<file path="src/rtl/spi_mem_master_arb.sv">
// SPI master for the spiMemory slave, fronted by an NREQ-way byte request arbiter.
// Build option: define SPI_FIXED_PRIO_EN for fixed priority (lowest index wins); round robin otherwise.
module spi_mem_master_arb #(
  parameter int NREQ     = 2,
  parameter int CLK_DIV  = 4,
  parameter int LAG_BITS = 1,
  parameter int GAP_CLKS = 8
) (
  input  logic                 clk,
  input  logic                 reset,
  input  logic [NREQ-1:0]      req,
  input  logic [NREQ-1:0]      req_rw,
  input  logic [NREQ*7-1:0]    req_addr,
  input  logic [NREQ*8-1:0]    req_wdata,
  output logic [NREQ-1:0]      gnt,
  output logic [NREQ-1:0]      done,
  output logic [7:0]           rdata,
  output logic                 busy,
  output logic                 sclk,
  output logic                 cs_n,
  output logic                 mosi,
  input  logic                 miso
);
  localparam int RD_BITS = 16 + LAG_BITS;
  localparam int BW      = $clog2(RD_BITS + 1);
  localparam int DMAX    = (CLK_DIV > GAP_CLKS) ? CLK_DIV : GAP_CLKS;
  localparam int DW      = $clog2(DMAX + 1);
  localparam int PW      = (NREQ > 1) ? $clog2(NREQ) : 1;

  typedef enum logic [2:0] {IDLE, SETUP, SHIFT_LO, SHIFT_HI, HOLD, GAP} state_e;

  state_e            state_q, state_d;
  logic [DW-1:0]     div_q, div_d;
  logic [BW-1:0]     bit_q, bit_d;
  logic [15:0]       tx_q, tx_d;
  logic [7:0]        rx_q, rx_d, rdata_q, rdata_d;
  logic              rw_q, rw_d, mosi_q, mosi_d;
  logic [NREQ-1:0]   own_q, own_d, gnt_q, gnt_d, done_q, done_d;
  logic              sclk_q, cs_n_q, busy_q;
  logic [1:0]        miso_sync_q;

  logic              found;
  logic [PW-1:0]     win, cand;
  logic [NREQ-1:0]   win_oh;
  logic              sel_rw;
  logic [6:0]        sel_addr;
  logic [7:0]        sel_wdata;
  logic              phase_end;
  logic [BW-1:0]     last_bit;

`ifndef SPI_FIXED_PRIO_EN
  logic [PW-1:0]     ptr_q;
  int                idx;
`endif

  // Arbiter: the last hit of the descending search is the first in priority order.
  always_comb begin
    // NOTE: every combinational output gets a default first so no path can infer a latch.
    found = 1'b0;
    win   = '0;
    cand  = '0;
`ifdef SPI_FIXED_PRIO_EN
    for (int i = NREQ - 1; i >= 0; i--) begin
      cand = PW'(i);
      if (req[cand]) begin
        found = 1'b1;
        win   = cand;
      end
    end
`else
    idx = 0;
    for (int k = NREQ - 1; k >= 0; k--) begin
      idx = int'(ptr_q) + k;
      if (idx >= NREQ) idx = idx - NREQ;
      cand = PW'(idx);
      if (req[cand]) begin
        found = 1'b1;
        win   = cand;
      end
    end
`endif
    win_oh    = '0;
    sel_rw    = 1'b0;
    sel_addr  = '0;
    sel_wdata = '0;
    for (int i = 0; i < NREQ; i++) begin
      if (win == PW'(i)) begin
        win_oh[i] = 1'b1;
        sel_rw    = req_rw[i];
        sel_addr  = req_addr[7*i +: 7];
        sel_wdata = req_wdata[8*i +: 8];
      end
    end
  end

  assign phase_end = (div_q == DW'(CLK_DIV - 1));
  assign last_bit  = rw_q ? BW'(RD_BITS - 1) : BW'(15);

  always_comb begin
    state_d = state_q;
    div_d   = (state_q == IDLE) ? '0 : div_q + 1'b1;
    bit_d   = bit_q;
    tx_d    = tx_q;
    rx_d    = rx_q;
    rdata_d = rdata_q;
    rw_d    = rw_q;
    mosi_d  = mosi_q;
    own_d   = own_q;
    gnt_d   = '0;
    done_d  = '0;
    unique case (state_q)
      IDLE: if (found) begin
        state_d = SETUP;
        bit_d   = '0;
        own_d   = win_oh;
        gnt_d   = win_oh;
        rw_d    = sel_rw;
        // Reads shift out zeros after the command byte.
        tx_d    = {sel_addr, sel_rw, sel_rw ? 8'h00 : sel_wdata};
      end
      SETUP: if (phase_end) begin
        state_d = SHIFT_LO;
        div_d   = '0;
        mosi_d  = tx_q[15];
        tx_d    = {tx_q[14:0], 1'b0};
      end
      SHIFT_LO: if (phase_end) begin
        state_d = SHIFT_HI;
        div_d   = '0;
      end
      SHIFT_HI: if (phase_end) begin
        div_d = '0;
        rx_d  = {rx_q[6:0], miso_sync_q[1]};
        if (bit_q == last_bit) begin
          state_d = HOLD;
        end else begin
          state_d = SHIFT_LO;
          bit_d   = bit_q + 1'b1;
          mosi_d  = tx_q[15];
          tx_d    = {tx_q[14:0], 1'b0};
        end
      end
      HOLD: if (phase_end) begin
        state_d = GAP;
        div_d   = '0;
        mosi_d  = 1'b0;
        done_d  = own_q;
        if (rw_q) rdata_d = rx_q;
      end
      GAP: if (div_q == DW'(GAP_CLKS - 1)) begin
        state_d = IDLE;
        div_d   = '0;
      end
      default: state_d = IDLE;
    endcase
  end

  // SPI pins and busy are registered from the next state so they never glitch.
  always_ff @(posedge clk or posedge reset) begin
    if (reset) begin
      state_q     <= IDLE;
      div_q       <= '0;
      bit_q       <= '0;
      tx_q        <= '0;
      rx_q        <= '0;
      rdata_q     <= '0;
      rw_q        <= 1'b0;
      mosi_q      <= 1'b0;
      own_q       <= '0;
      gnt_q       <= '0;
      done_q      <= '0;
      sclk_q      <= 1'b1;
      cs_n_q      <= 1'b1;
      busy_q      <= 1'b0;
      miso_sync_q <= '0;
    end else begin
      // NOTE: sequential state uses non-blocking assignments so all flops update from pre-edge values.
      state_q     <= state_d;
      div_q       <= div_d;
      bit_q       <= bit_d;
      tx_q        <= tx_d;
      rx_q        <= rx_d;
      rdata_q     <= rdata_d;
      rw_q        <= rw_d;
      mosi_q      <= mosi_d;
      own_q       <= own_d;
      gnt_q       <= gnt_d;
      done_q      <= done_d;
      sclk_q      <= (state_d != SHIFT_LO);
      cs_n_q      <= (state_d == IDLE) || (state_d == GAP);
      busy_q      <= (state_d != IDLE);
      miso_sync_q <= {miso_sync_q[0], miso};
    end
  end

`ifndef SPI_FIXED_PRIO_EN
  always_ff @(posedge clk or posedge reset) begin
    if (reset) begin
      ptr_q <= '0;
    end else if (gnt_d != '0) begin
      ptr_q <= (int'(win) == NREQ - 1) ? '0 : win + 1'b1;
    end
  end
`endif

  assign gnt   = gnt_q;
  assign done  = done_q;
  assign rdata = rdata_q;
  assign busy  = busy_q;
  assign sclk  = sclk_q;
  assign cs_n  = cs_n_q;
  assign mosi  = mosi_q;

endmodule

</file>
<file path="config.mk">
export PLATFORM = sky130hd
export DESIGN_NAME = spi_mem_master_arb
export DESIGN_NICKNAME = d
export VERILOG_FILES = /design/src/rtl/spi_mem_master_arb.sv
export SDC_FILE = /design/constraint.sdc
export NUM_CORES = 1
export LEC_CHECK = 0
export ABC_AREA = 1
export BUFFER_PORTS_ARGS = -buffer_cell sky130_fd_sc_hd__buf_2
export CORE_UTILIZATION = 35
export DETAILED_ROUTE_END_ITERATION = 10
export PLACE_DENSITY = 0.61
export SETUP_SLACK_MARGIN = 0.05
export SLEW_MARGIN = 25
export SYNTH_ARGS = -nofsm -noshare
export SYNTH_HDL_FRONTEND = slang
export SYNTH_SLANG_ARGS = --single-unit
</file>
<file path="constraint.sdc">
create_clock -name clk -period 1.45 [get_ports clk]
set_input_delay 0.0725 -clock clk [delete_from_list [all_inputs] [get_ports clk]]
set_output_delay 0.0725 -clock clk [all_outputs]
set_load 0.005 [all_outputs]
</file>
==> results of run 1 <==
==> metal layers <==
metal | track usage | up-vias | share of wire | wire, um
li1 | - | 1384 | - | -
met1 | 0.2183 | 1268 | 0.45 | 3152
met2 | 0.2705 | 62 | 0.49 | 3386
met3 | 0.05259 | 15 | 0.040 | 278
met4 | 0.06667 | 0 | 0.020 | 139
met5 | 0 | - | 0 | 0
==> logic make-up after synthesis <==
logic type	count (synthesis)	synth area share
and+or+nand+nor	232	0.3517
DFF	58	0.4882
AOI/OAI and AO/OA	44	0.08235
buffers and inverters	42	0.06344
xor gates and xnor gates	2	0.005883
adders and majority gates	2	0.008402
==> worst min-delay path: stages <==
cell and delay, ps:
buf_2 90, nand2_1 50, a31oi_1 70, nand2_1 50, nand2_1 40
==> timing repair <==
action                                  in CTS  in global routing
pin swaps                                   10                 17
setup buffers                                5                  5
hold buffers                                 2                  0
cloned                                       2                  0
hold endpoints to repair                    57                  0
resized for setup                           19                 38
endpoints found under the setup margin      39                 48
==> cell type report <==
type | count | area [sq um] | area share
inverter | 31 | 126.4 | 0.03144
sequential | 58 | 1460 | 0.3633
timing repair buffer | 86 | 576.8 | 0.1435
multi-input combinational | 282 | 1523 | 0.3789
clock buffer | 9 | 123.9 | 0.03082
clock inverter | 7 | 77.57 | 0.01930
tap | 105 | 131.4 | 0.03269
==> path summary, 6_finish.rpt <==
check	start	to	slack [ps]	cells past startpoint
max	div_q[0]$_DFF_PP0_	state_q[0]$_DFF_PP0_	-3	9
min	req_addr[8]	tx_q[10]$_DFFE_PP0P_	70	5
max reg2reg	div_q[0]$_DFF_PP0_	state_q[0]$_DFF_PP0_	-3	9
min reg2reg	miso_sync_q[0]$_DFF_PP0_	miso_sync_q[1]$_DFF_PP0_	350	0
max in group asynchronous	reset	cs_n$_DFF_PP1_	790	4
min in group asynchronous	reset	rx_q[1]$_DFFE_PP0P_	330	4
==> cell usage after synthesis (all sizes together) (2+ instances only) <==
cell type / n
o21bai: 2
o21ai: 22
inv: 30
or2: 6
a21oi: 11
xor2: 2
ha: 2
a31oi: 8
dfstp: 2
buf: 11
nand3: 33
dfrtp: 56
nor2: 37
nand2: 154
==> registers in the layout (all words and copies together) (netlist names), 2 cells and up <==
name,flops
state_q,3
done,2
rdata,8
rx_q,8
tx_q,16
bit_q,5
gnt,2
own_q,2
div_q,4
miso_sync_q,2
==> metrics by stage <==
stage,TNS [ps],util,std cells
floorplan,0,-,380
global placement,0,0.4267,548
detailed placement,-446.2,0.4267,548
CTS,-220.6,0.4676,573
global route,-1859,0.4891,578
finish,-3.246,0.4891,578
==> where the power goes <==
part | total [W] | switching (W) | internal, W
Combinational | 0.000184 | 0.000107 | 0.0000770
Clock | 0.00150 | 0.000696 | 0.000803
Sequential | 0.00163 | 0.00000445 | 0.00163
Total | 0.00332 | 0.000808 | 0.00251
==> out/results.ini, run 1 <==
[power]
p_leak_nw = 2.109
total_power_w = 0.003317
vdd_drop_max_mv = 0.5618
power_density_nw_per_um2 = 825.3

[clocking]
clk_pin_slew_ps = 70
cts_buffers = 9
cts_root_buf = clkbuf_8
clock_sinks = 58
cts_tree = done
clock_latency_ps = 350
cts_max_level = 3
cts.path.max_buffers = 2

[logic_synthesis]
synth_area_per_cell_sq_um = 7.836
synthesis.area_sq_um = 2978
synth_top_area_share = 0.4706
synth_top_area_cell = dfrtp_1
synth_seq_area_share = 0.4882
async_reset_ff_frac = 1.000
synth_nets = 419
synth_warnings = 0
yosysUniqueCellTypes = 32
ys_ff_latch = 58
synth_top_flop_cell = dfrtp_1
synth_edf_count = 0
synthCells = 380
synth_area_leaders = dfrtp_1 47%, nand2_1 19%, nand3_1 5.2%, nor2_1 3.8%, inv_1 3.5%

[sta]
finalHoldViolCount = 0
setup_slack_ps = -3.246
setup_viol = 1
slew_violations = 0
fmax_mhz = 688.1
fin_hold_ws_ps = 70.24
fin_crit_sh = 1.002
worstMarginPinSlew_ps = 325.3
rsz0062_at_grt = yes
fin_crit_ps = 1453
slew_headroom = 0.7831
clock-skew-final_ps = 10.41

[detailed_routing]
post_drt_wl_per_cell_um = 12.03
drc_errors = 0
drtIter0Drc = 110
routed_wl_mm = 6.956
dr.pass1.iters = 4
avgViaCountPerCell = 4.721
ant_nets = 0
vias = 2729

[worst_setup_path]
endpoint_kind = flop
cp_max_fo = 5
arrival_ps = 1690
critical_path.max_stage_delay_ps = 420
path_class = flop to flop
required_ps = 1690
cp-start-kind = flop
cp_num_buf_inv = 4
path_cells = ha_4, buf_4, buf_6, nand3_4, nand3_4, nand3_4, nor2_4, buf_6, inv_2
critPathSlowestCell = dfrtp_1
path_common_cell = nand3_4
cp_top_family = flip-flops

[floorplanning]
ioPinCount = 53
die_x_um = 94.24
die_area_sq_um = 8881
fp.dieH_um = 94.24
initial_core_util = 0.3624
coreArea_sq_um = 8217
fp-row-count = 33

[grt]
grt_start_max_net_pins = 59
grt_overflow = 0
grt_pass1_wl_mm = 11.63
grt_pass1_vias = 2535
grt_usage = 0.1715
antenna_found_initial = 0

[finish]
nFillCells = 784
nets = 507
layout_common_cells = 136 x nand2_1, 52 x buf_2, 51 x dfrtp_1
final_area_sq_um = 4019
final_common_cell = nand2_1
drive_above_1_share = 0.3362
diodes = 0
area_growth_pct = 34.96

[status]
violations = setup timing
status = finished, violations left

[place]
portBuffers = 52
dpl-instance-area_sq_um = 3506
dp_hpwl_mm = 4.791
pre_cts_slack_ps = -42.55
place_congestion = 0.7907

[worst_hold_path]
min_path_type = input pin to flop

[job]
drv_cap = 0

No activity file was read; power rests on OpenSTA's default activity.
==> run 2, diff against run 1 <==
SETUP_SLACK_MARGIN = 0.15   (was 0.05)
==> run 2 against run 1 <==
Compared with the run above:
- the run now ends clean
- clock skew is 1.8 ps lower
- largest power group unchanged
- wire length is 2.2% higher
- die area stayed put
- critical path depth stayed put
- maximum frequency is 1.5% higher
- highest routed layer unchanged
- flip-flop and latch count stayed put
==> out/results.ini, run 2 (synthesis gave the netlist of run 1 again) <==
[detailed_routing]
dr.pass1.iters = 4
vias = 2719
routed_wl_mm = 7.109
drtIter0Drc = 105
ant_nets = 0
post_drt_wl_per_cell_um = 12.07
avgViaCountPerCell = 4.616
drc_errors = 0

[worst_setup_path]
cp_max_fo = 8
required_ps = 1730
path_common_cell = nand2_4
critical_path.max_stage_delay_ps = 420
path_class = flop to flop
cp-start-kind = flop
critPathSlowestCell = dfrtp_1
path_cells = nor2_4, nand2_4, nand2_4, nand2_4, nor2_8, inv_4, nor2_4, nand2_1, nand2_1
arrival_ps = 1710
endpoint_kind = flop

[place]
pre_cts_slack_ps = -23.40
dp_hpwl_mm = 4.729
portBuffers = 52
place_congestion = 0.8588

[finish]
nFillCells = 785
seqCellArea_sq_um = 1460
top_register = tx_q
layout_common_cells = 130 x nand2_1, 52 x buf_2, 51 x dfrtp_1
area_growth_pct = 38.57
largest_reg_flops = 16
final_common_cell = nand2_1
drive_above_1_share = 0.3740
nets = 518
fin_util = 0.5022
diodes = 0
multiInputGateArea_sq_um = 1560

[clocking]
cts_max_level = 3
clk_pin_slew_ps = 70
clock_sinks = 58
cts.path.max_buffers = 2
clock_latency_ps = 340
cts_buffers = 9
cts_root_buf = clkbuf_8
cts_tree = done

[power]
p_leak_nw = 2.159
vdd_drop_max_mv = 0.5031
power_density_nw_per_um2 = 794.5

[sta]
slew_violations = 0
setup_viol = 0
clock-skew-final_ps = 8.582
rsz0062_at_grt = yes
finalHoldViolCount = 0
worstMarginPinSlew_ps = 303.8
slew_headroom = 0.7975
fin_crit_sh = 0.9879
setup_slack_ps = 17.55
fmax_mhz = 698.1
fin_crit_ps = 1432

[status]
status = complete, no violations

[worst_hold_path]
min_path_type = input pin to flop

[floorplanning]
die_x_um = 94.24
coreArea_sq_um = 8217
die_area_sq_um = 8881
fp-row-count = 33
ioPinCount = 53
fp.dieH_um = 94.24
initial_core_util = 0.3624

[grt]
grt_pass1_wl_mm = 11.87
grt_start_max_net_pins = 59
grt_overflow = 0
grt_pass1_vias = 2586
grt_usage = 0.1776
antenna_found_initial = 0

[job]
drv_cap = 0

[run 2: cell types whose count changed in the layout (fill, tap and decap cells not counted), sizes merged]
cell,change
clkinvlp,+2
nand2,+1
clkinv,-2
buf,+10
[run 2: report_power, final]
part | switching [W] | leakage [nW] | internal, W
sequential | 0.00000514 | 0.740 | 0.00163
clock | 0.000659 | 0.0873 | 0.000785
combinational | 0.000110 | 1.33 | 0.0000904
[run 2: worst max-delay path: cells and delay by family (launching register included)]
family                 cells  cell delay, ps
DFF                        1             420
and+or+nand+nor            8             880
buffers and inverters      1              70
[run 2: per-stage QoR]
| step | hold WS [ps] | area (sq um) | TNS, ps | total power (W) | cells |
|---|---|---|---|---|---|
| after floorplan | 103.9 | 3025 | 0 | 0.001750 | 380 |
| after global placement | 179.3 | 3562 | -42.85 | 0.001842 | 553 |
| after detailed placement | 179.0 | 3562 | -172.7 | 0.001846 | 553 |
| after CTS | 67.62 | 4023 | -6.191 | 0.003326 | 584 |
| after global routing | 99.59 | 4126 | -1209 | 0.003428 | 589 |
| final | 77.25 | 4126 | 0 | 0.003279 | 589 |
[run 2: layout make-up]
type                       instances  area share
timing repair buffer              96      0.1589
clock buffer                       9     0.03002
tap                              105     0.03184
sequential                        58      0.3539
inverter                          31     0.03032
clock inverter                     7     0.01698
multi-input combinational        283      0.3781
[run 2: metal layers]
metal | wire length (um) | GRT usage
met5 | 0 | 0
met4 | 215 | 0.09615
met3 | 303 | 0.03479
met2 | 3389 | 0.2736
met1 | 3200 | 0.2331
[run 2: timing repair]
action / 4_1_cts / 5_1_grt
setup buffers: 10 / 5
pin swaps: 13 / 6
hold buffers: 2 / 0
gates cloned: 3 / 0
resized for setup: 40 / 22
setup endpoints to repair: 51 / 51
endpoints found under the hold margin: 57 / 0
[run 2: final timing paths]
path / slack [ps] / end / depth (start not counted) / from
min in group asynchronous: 360 / miso_sync_q[0]$_DFF_PP0_ / 4 / reset
max in group asynchronous: 790 / cs_n$_DFF_PP1_ / 4 / reset
setup / recovery: 20 / tx_q[8]$_DFFE_PP0P_ / 9 / div_q[2]$_DFF_PP0_
setup reg to reg: 20 / tx_q[8]$_DFFE_PP0P_ / 9 / div_q[2]$_DFF_PP0_
hold reg to reg: 350 / miso_sync_q[1]$_DFF_PP0_ / 0 / miso_sync_q[0]$_DFF_PP0_
hold / removal: 80 / tx_q[13]$_DFFE_PP0P_ / 5 / req_addr[11]
